--- config.mk ---
export PLATFORM = sky130hd
export DESIGN_NAME = gate_test_sequencer
export DESIGN_NICKNAME = d
export VERILOG_FILES = /design/src/rtl/gate_test_sequencer.sv
export SDC_FILE = /design/constraint.sdc
export NUM_CORES = 1
export LEC_CHECK = 0
export ABC_AREA = 0
export BUFFER_PORTS_ARGS = -buffer_cell sky130_fd_sc_hd__buf_2
export CORE_ASPECT_RATIO = 1.25
export CORE_UTILIZATION = 55
export DETAILED_ROUTE_END_ITERATION = 7
export PLACE_DENSITY = 0.78
export SLEW_MARGIN = 40
export SYNTH_ARGS = -nofsm -noshare
export SYNTH_HDL_FRONTEND = slang
export SYNTH_SLANG_ARGS = --single-unit
--- constraint.sdc ---
create_clock -name clk -period 2.8 [get_ports clk]
set_input_delay 0.14 -clock clk [delete_from_list [all_inputs] [get_ports clk]]
set_output_delay 0.14 -clock clk [all_outputs]
set_load 0.02 [all_outputs]
--- src/rtl/gate_test_sequencer.sv ---
// rtl/gate_test_sequencer.sv - exerciser that steps a 2-input gate through all vectors and checks its output
//
// Purpose: drives gate inputs {A,B} through vectors 0..3, holds each for
// HOLD_CYCLES clocks, samples gate_o at the end of the hold and compares it
// against a truth table captured at the start of the run.
//
// Ports:
//   clk, rst          rising-edge clock, asynchronous active-high reset
//   start             begin a run (sampled in IDLE or DONE only)
//   truth_table[3:0]  expected gate output, bit i for vector i = {A,B}
//   gate_o            output of the gate under test
//   gate_a, gate_b    gate inputs (vector MSB / LSB), 0 outside a run
//   busy, done, pass  run status; pass = done with no mismatches
//   err_count[2:0]    number of mismatching vectors (0..4)
//   fail_mask[3:0]    bit i set if vector i mismatched
//
// Optional build macro: GATE_SEQ_STOP_ON_FAIL_EN - end the run at the first
// mismatching vector instead of applying all four.

module gate_test_sequencer #(
  parameter int HOLD_CYCLES = 20,
  parameter int CNT_W       = 8
) (
  input  logic       clk,
  input  logic       rst,
  input  logic       start,
  input  logic [3:0] truth_table,
  input  logic       gate_o,
  output logic       gate_a,
  output logic       gate_b,
  output logic       busy,
  output logic       done,
  output logic       pass,
  output logic [2:0] err_count,
  output logic [3:0] fail_mask
);

  localparam logic [CNT_W-1:0] HOLD_LAST = CNT_W'(HOLD_CYCLES - 1);

  typedef enum logic [1:0] {
    S_IDLE,
    S_RUN,
    S_DONE
  } state_t;

  state_t           r_state;
  logic [1:0]       r_vec;
  logic [CNT_W-1:0] r_hold;
  logic [3:0]       r_tt;

  logic       w_miss;
  logic       w_last;
  logic [3:0] w_mask_nxt;
  logic [2:0] w_err_nxt;
  logic [1:0] w_vec_nxt;

  // Case inequality so an undriven or X gate output is reported as a failure.
  assign w_miss     = (gate_o !== r_tt[r_vec]);
  assign w_mask_nxt = fail_mask | (w_miss ? (4'b0001 << r_vec) : 4'b0000);
  assign w_err_nxt  = err_count + {2'b00, w_miss};
  assign w_vec_nxt  = r_vec + 2'd1;

`ifdef GATE_SEQ_STOP_ON_FAIL_EN
  assign w_last = (r_vec == 2'd3) || w_miss;
`else
  assign w_last = (r_vec == 2'd3);
`endif

  always_ff @(posedge clk or posedge rst) begin
    if (rst) begin
      r_state   <= S_IDLE;
      r_vec     <= 2'd0;
      r_hold    <= '0;
      r_tt      <= 4'd0;
      gate_a    <= 1'b0;
      gate_b    <= 1'b0;
      busy      <= 1'b0;
      done      <= 1'b0;
      pass      <= 1'b0;
      err_count <= 3'd0;
      fail_mask <= 4'd0;
    end else begin
      case (r_state)
        S_IDLE, S_DONE: begin
          if (start) begin
            // Vector 0 is presented on the start edge itself.
            r_state   <= S_RUN;
            r_vec     <= 2'd0;
            r_hold    <= '0;
            r_tt      <= truth_table;
            gate_a    <= 1'b0;
            gate_b    <= 1'b0;
            busy      <= 1'b1;
            done      <= 1'b0;
            pass      <= 1'b0;
            err_count <= 3'd0;
            fail_mask <= 4'd0;
          end
        end
        S_RUN: begin
          if (r_hold == HOLD_LAST) begin
            r_hold    <= '0;
            fail_mask <= w_mask_nxt;
            err_count <= w_err_nxt;
            if (w_last) begin
              r_state <= S_DONE;
              gate_a  <= 1'b0;
              gate_b  <= 1'b0;
              busy    <= 1'b0;
              done    <= 1'b1;
              pass    <= (w_err_nxt == 3'd0);
            end else begin
              r_vec  <= w_vec_nxt;
              gate_a <= w_vec_nxt[1];
              gate_b <= w_vec_nxt[0];
            end
          end else begin
            r_hold <= r_hold + 1'b1;
          end
        end
        default: r_state <= S_IDLE;
      endcase
    end
  end

endmodule

After elaboration in Yosys (flattened, before gate mapping)
Index checks and enable logic that the tools add are counted.

storage, ports and cells
  output and inout port bits = 12
  bits in writable memories = 0
  bits in read-only memories = 0
  register bits = 28
  bits in latches = 0
  memories kept = 0

operators by class
  order comparisons = 1
  bitwise gates (word level) = 1
  reductions and logical operators = 10
  multiplexer cells = 37
  add/sub/neg operators = 3
  multiply operators = 0
  shift-type cells = 1
  eq/ne operators = 9
  div/mod/pow operators = 0

operators by type and width
  kind                 count
  $mux 8               2
  $pmux 8 s2           1
  $mux 1               13
  $mux 2               6
  $mux 4               3
  $pmux 1 s2           5
  $add 8x1->8 const B  1
  $eq 8x5->1 const B   1
  $ne 2x2->1 const B   4
  $pmux 2 s2           2
  $pmux 4 s2           1
  $reduce_and 4->1     2
  $mux 3               2
  $pmux 3 s2           1
  $reduce_and 3->1     2
  $eq 2x2->1 const B   2
  $or 4x4->4           1
  $reduce_and 2->1     2
  $shl 1x2->4 const A  1
  $add 3x1->3          1
  $logic_not 3->1      1
  $lt 2x3->1 const B   1
  $add 2x1->2 const B  1
  $bmux 1 s2           1
  5 further kinds      5

Logic depth before layout (Yosys ltp)
Gate-level depths: netlist of run 1.

  depth after elaboration = 8
  mapped depth = 7
  mapped depth without buffers = 7

Least setup slack after synthesis of run 1
Ideal clock, no wire load.

  path kind = flip-flop to flip-flop
  start = register r_vec[0]
  end = register pass
  library setup time = 0.110 ns
  clock period less this slack = 2.106 ns
  stages on the path, launching flop included = 8
  required time = 2.690 ns
  slack = 0.694 ns
  data arrival time = 1.996 ns
  path through = dfrtp_1 -> mux4_2 -> xnor2_2 -> inv_1 -> ha_1 -> ha_1 -> xor2_1 -> o41ai_1

on the way
  longest elaborated chain between the ends = 8
  elaborated cells on any way between the ends = 11
  those cells by class = add/sub (1); eq/ne (3); mux (5); reduce/logical (2)

ends and longest elaborated chain
  item                          line  RTL
  start: declaration            47    logic [1:0] r_vec;
  start signal: assignment      113   r_vec <= w_vec_nxt;
  $bmux 1 s2                    58    assign w_miss = (gate_o !== r_tt[r_vec]);
  $mux 1 (implied by the code)  58
  $nex 1x1->1                   58
  $add 3x1->3                   60    assign w_err_nxt = err_count + {2'b00, w_miss};
  $logic_not 3->1               111   pass <= (w_err_nxt == 3'd0);
  $mux 1                        105   if (w_last) begin
  $mux 1                        101   if (r_hold == HOLD_LAST) begin
  $pmux 1 s2                    83    case (r_state)
  end signal: assignment        111
  end: declaration              33    output logic pass,

Several ways; a longest one is shown, not always the timed one. The select of a mux whose other input is x is not followed.
A chain may end at the register's enable or synchronous reset.

Worst setup path in the final report of run 1
Ends and elaborated chain as after synthesis.

==> results of run 1 <==
## layer usage
| layer | up-vias | track usage (%) | share of wire, % |
|---|---|---|---|
| li1 | 501 | - | - |
| met2 | 25 | 38.89 | 49 |
| met1 | 485 | 28.54 | 46 |
| met4 | 0 | 8.571 | 1.7 |
| met5 | - | 0 | 0 |
| met3 | 5 | 2.804 | 3.6 |
## flip-flops by register name, indices dropped and copies added (netlist names)
register,cells
r_state,2
r_hold,8
pass,1
r_vec,2
r_tt,4
err_count,3
done,1
fail_mask,4
gate_a,1
busy,1
gate_b,1
## cell type report
cell class,count,area [µm²]
Timing Repair Buffer,22,122.6
Sequential cell,28,700.7
Clock buffer,3,22.52
Multi-Input combinational cell,95,641.9
Inverter,4,15.01
Fill cell,195,740.7
Tap cell,31,38.79
## final timing paths
kind / to / slack (ns) / cells after the start
setup / recovery: pass$_DFFE_PP0P_ / 0.47 / 7
hold / removal: r_tt[0]$_DFFE_PP0P_ / -0.006 / 3
setup reg to reg: pass$_DFFE_PP0P_ / 0.47 / 7
hold reg to reg: fail_mask[3]$_DFFE_PP0P_ / 0.49 / 2
max in group asynchronous: r_tt[3]$_DFFE_PP0P_ / 2.04 / 3
min in group asynchronous: fail_mask[3]$_DFFE_PP0P_ / 0.39 / 3
## logic make-up after synthesis
| logic type | after synthesis | synth area share (%) |
|---|---|---|
| compound gates | 27 | 12.87 |
| buf+inv | 7 | 2.719 |
| mux | 5 | 5.077 |
| fa+ha+maj | 7 | 6.346 |
| simple gates | 53 | 19.76 |
| flops | 28 | 50.77 |
| xor+xnor | 3 | 2.448 |
## synth_stat cells
cell type and count:
a211o_1 1, a21o_1 1, a21oi_1 3, a22o_1 6, a31oi_1 2, a32o_1 1, and3_1 3, buf_4 1
buf_6 1, clkbuf_1 1, dfrtp_1 28, ha_1 7, inv_1 4, mux2_1 2, mux2_4 1, mux2i_1 1
mux4_2 1, nand2_1 26, nand2b_1 5, nand3_1 3, nand4_1 2, nor2_1 5, nor2_2 1, nor2b_1 2
nor2b_2 1, nor3_1 3, nor3b_2 1, nor4b_4 1, o21a_1 1, o21ai_0 8, o21ai_1 3, o41ai_1 1
xnor2_2 1, xor2_1 2
## power by group
part	total (W)	internal (W)	switching, W
clock network	0.000165	0.0000506	0.000115
registers	0.000662	0.000534	0.000128
logic	0.000530	0.000247	0.000282
## tightest hold or removal path, stage by stage
cell and delay (ns):
buf_2 0.07, nand2_1 0.04, nand2_1 0.05
## metrics by stage
stage	utilization, %	setup slack [ns]	total power (W)	cells	instance area (µm²)
floorplan	-	0.6938	0.001055	130	1380
global placement	65.68	0.6249	0.001178	178	1499
detailed placement	65.68	0.4926	0.001205	178	1499
CTS	67.54	0.4479	0.001366	183	1541
global route	67.54	0.2705	0.001465	183	1541
finish	67.54	0.4688	0.001357	183	1541
==> flow_summary.json, run 1 <==
{
  "tritoncts": "yes",
  "path_cells": "mux4_2 > xnor2_2 > inv_1 > ha_1 > ha_1 > xor2_1 > o41ai_1",
  "crit_slowest_cell": "mux4_2",
  "final_cell_mix": "dfrtp_1 (28), nand2_1 (26), buf_2 (19)",
  "timing.final.crit_period_ns": 2.331,
  "yosys-top-cells-area": "dfrtp_1 (51%), nand2_1 (7.1%), ha_1 (6.3%)",
  "synth_seq_cells": 28,
  "layout_commonest_cell": "dfrtp_1",
  "die_area_um2": 2715,
  "rsz0062_at_grt": "false",
  "nets": 169,
  "status": "finished with violations",
  "cellPowerDensity_nw_per_um2": 880.3,
  "setup_viol": 0,
  "worstSetupStartpointType": "flip-flop",
  "insertion_delay_ns": 0.33,
  "postRouteAntennaNets": 0,
  "gp_congestion": 0.7847,
  "tightest_slew_ns": 0.5651,
  "tns_ns": 0,
  "die_w_um": 46.81,
  "n_antenna_cell": 0,
  "initial_core_util_pct": 60.47,
  "critPathKind": "reg -> reg",
  "grt_pass1_vias": 1045,
  "drt-pass1-iter-count": 4,
  "crit_required_ns": 3.02,
  "violations": "hold timing",
  "cp_top_family": "multiplexers",
  "syn_avg_cell_area_um2": 10.62,
  "drc_errors": 0,
  "die-height_um": 58.01,
  "vdd_drop_max_v": 0.0005920,
  "clockBufferDepth": 2,
  "core_area_um2": 2282,
  "p_leak_nw": 0.7736,
  "clock.fmax_ghz": 0.4290,
  "antenna_found_initial": 0,
  "port_buffers": 19,
  "path_clk_slew_ns": 0.15,
  "fin_skew_ns": 0.01089,
  "ys_warn_count": 0,
  "min_from": "truth_table[0]",
  "track_usage_pct": 22.76,
  "cpMostUsedCell": "ha_1",
  "synth_area_um2": 1380,
  "areaGrowthSynthToFinish_pct": 11.70,
  "cts_setup_buffers": 0,
  "wl_mm": 2.581,
  "cp-startpoint": "r_vec[0]$_DFFE_PP0P_",
  "whs_ns": -0.005648,
  "synth_nets": 145,
  "cts_resized": 0,
  "vias_per_cell": 5.552,
  "slew_violations": 0,
  "hold_violations": 1,
  "hp-class": "in -> reg",
  "numCtsBuffers": 3,
  "wl_per_cell_um": 14.10,
  "drive_gt1_share_pct": 20.39,
  "synth_area_leader_cell": "dfrtp_1",
  "root_buffer": "clkbuf_4",
  "maxCapViolations": 0,
  "syn_inst": 130,
  "route.vias.total": 1016,
  "synth_top_area_share_pct": 50.77,
  "overflow": 0,
  "ys_seq_area_share_pct": 50.77,
  "arrival_ns": 2.55,
  "drt_iter0_markers": 26,
  "critPathMaxFanout": 7,
  "ctsHoldBuffers": 2,
  "htree_levels": 1,
  "netlist-cell-type-count": 34,
  "grt_pass1_wl_mm": 4.443,
  "io_pins": 20,
  "regToRegStartpoint": "r_vec[0]$_DFFE_PP0P_",
  "grt_max_degree": 29,
  "final.period_utilization_pct": 83.26,
  "fp-row-count": 19,
  "dp_hpwl_mm": 1.880,
  "crit_buf_inv": 1,
  "crit_path_end_kind": "flip-flop",
  "relSlewSlack_pct": 62.27,
  "clkSinkCount": 28,
  "cpPeakStageDelay_ns": 0.56
}
No activity file was read; power rests on OpenSTA's default activity.
==> run 2: changes to the inputs <==
clock period = 2.35 ns   (was 2.8 ns; I/O delays follow)
==> run 2 against run 1 <==
The run now ends clean. Combinational power increased by 29%. First-iteration DRC count down 23%. Maximum frequency increased by 7.4%. Wire length rose by 8.1%. Worst hold slack improved by 0.017 ns. Sequential share of layout area shrank 1.9 points. Power up 25%. Setup slack worse by 0.29 ns. Register-to-register slack lost 0.29 ns.
==> flow_summary.json, run 2 (synthesized netlist as in run 1, its figures left out) <==
{
  "drt-pass1-iter-count": 4,
  "clockBufferDepth": 2,
  "port_buffers": 19,
  "seq_area_um2": 700.7,
  "final.period_utilization_pct": 92.38,
  "wl_mm": 2.791,
  "hp-class": "in -> reg",
  "fin_skew_ns": 0.005154,
  "status": "finished, final reports clean",
  "areaGrowthSynthToFinish_pct": 16.50,
  "design_area_um2": 1608,
  "r2r_slack_ns": 0.18,
  "vias_per_cell": 5.556,
  "root_buffer": "clkbuf_4",
  "tns_ns": 0,
  "gp_congestion": 0.8259,
  "relSlewSlack_pct": 65.15,
  "io_pins": 20,
  "drive_gt1_share_pct": 21.52,
  "vdd_drop_max_v": 0.0007699,
  "layout_commonest_cell": "dfrtp_1",
  "htree_levels": 1,
  "track_usage_pct": 24.22,
  "fp-row-count": 19,
  "grt_pass1_wl_mm": 4.698,
  "path_clk_slew_ns": 0.14,
  "n_antenna_cell": 0,
  "overflow": 0,
  "initial_core_util_pct": 60.47,
  "maxCapViolations": 0,
  "rsz0062_at_grt": "false",
  "timing.final.crit_period_ns": 2.171,
  "die_area_um2": 2715,
  "largest_register_ffs": 8,
  "drt_iter0_markers": 20,
  "route.vias.total": 1050,
  "die-height_um": 58.01,
  "crit_required_ns": 2.60,
  "critPathMaxFanout": 3,
  "clkPwrFrac_pct": 13.8,
  "dp_hpwl_mm": 1.982,
  "tritoncts": "yes",
  "postRouteAntennaNets": 0,
  "top_regs": "r_hold: 8 flops, fail_mask: 4 flops, r_tt: 4 flops",
  "clock.fmax_ghz": 0.4606,
  "slew_violations": 0,
  "worstSetupStartpointType": "flip-flop",
  "p_int_w": 0.001048,
  "critPathKind": "reg -> reg",
  "p_switching_w": 0.0006519,
  "grt_max_degree": 29,
  "crit_path_end_kind": "flip-flop",
  "numCtsBuffers": 3,
  "hold_violations": 0,
  "grt_pass1_vias": 1081,
  "antenna_found_initial": 0,
  "drc_errors": 0,
  "power_frac_comb_pct": 40.2,
  "tightest_slew_ns": 0.5228,
  "wl_per_cell_um": 14.77,
  "die_w_um": 46.81,
  "final_cell_mix": "dfrtp_1 (28), nand2_1 (26), buf_2 (19)",
  "insertion_delay_ns": 0.33,
  "setup_viol": 0,
  "dpl-instance-area_um2": 1514,
  "clkSinkCount": 28,
  "top_register": "r_hold",
  "pwr-share-seq_pct": 46.0,
  "arrival_ns": 2.43,
  "nets": 174,
  "core_area_um2": 2282,
  "cellPowerDensity_nw_per_um2": 1057,
  "nFillCells": 175,
  "switching_share_pct": 38.35,
  "multi_input_area_um2": 649.4,
  "p_leak_nw": 0.8098
}
-- run 2: cell count changes in the layout (fill, tap and decap cells not counted) --
cell / delta
clkbuf_8: +1
inv_2: -1
o41ai_1: -1
buf_4: +2
dlygate4sd3_1: +3
inv_1: +1
o41ai_2: +1
-- run 2: stage by stage --
| stage | hold slack [ns] | worst slack (ns) | cells | power (W) | utilization, % |
|---|---|---|---|---|---|
| final | 0.01094 | 0.1792 | 189 | 0.001700 | 70.45 |
| after global routing | 0.008327 | 0.09461 | 189 | 0.001835 | 70.45 |
| after CTS | 0.02208 | 0.1173 | 189 | 0.001698 | 70.12 |
| after detailed placement | 0.1965 | 0.1628 | 180 | 0.001460 | 66.34 |
| after global placement | 0.1868 | 0.2985 | 180 | 0.001418 | 66.34 |
| after floorplan | 0.1829 | 0.2438 | 130 | 0.001257 | - |
-- run 2: cell type report --
class	instances	area share, %
timing repair buffer	27	10.43
inverter	4	0.9339
sequential	28	43.58
clock buffer	4	2.257
multi-input combinational	95	40.39
tap	31	2.412
-- run 2: routing by layer --
metal	GRT usage, %	part of all wire (%)	vias up
li1	-	-	509
met1	29.02	43	516
met2	43.65	53	21
met3	2.804	2.3	4
met4	7.347	1.3	0
met5	0	0	-
-- run 2: critical path: stages (launching register included) --
cell,delay [ns]
dfrtp_1,0.39
mux4_2,0.54
xnor2_2,0.22
inv_1,0.07
ha_1,0.18
ha_1,0.21
mux2_1,0.31
mux2i_1,0.17
-- run 2: worst paths after layout --
path / startpoint / to / depth (start not counted)
setup / recovery: r_vec[0]$_DFFE_PP0P_ / err_count[2]$_DFFE_PP0P_ / 7
hold / removal: truth_table[1] / r_tt[1]$_DFFE_PP0P_ / 3
setup reg to reg: r_vec[0]$_DFFE_PP0P_ / err_count[2]$_DFFE_PP0P_ / 7
hold reg to reg: fail_mask[3]$_DFFE_PP0P_ / fail_mask[3]$_DFFE_PP0P_ / 2
max in group asynchronous: rst / r_hold[1]$_DFFE_PP0P_ / 4
min in group asynchronous: rst / r_hold[0]$_DFFE_PP0P_ / 4
-- run 2: power groups by stage --
stage          combinational, W  clock [W]  sequential, W
2_1_floorplan          0.000395          0       0.000862
3_3_place_gp           0.000636          0       0.000782
3_5_place_dp           0.000666          0       0.000795
4_1_cts                0.000676   0.000239       0.000783
5_1_grt                0.000761   0.000265       0.000809
6_report               0.000683   0.000235       0.000782
-- run 2: repair_timing --
| item | 4_1_cts | 5_1_grt |
|---|---|---|
| endpoints found under the hold margin | 32 | 0 |
| resized for setup | 0 | 1 |
| hold buffers | 5 | 0 |
| setup buffers | 0 | 0 |
| setup endpoints to repair | 0 | 1 |
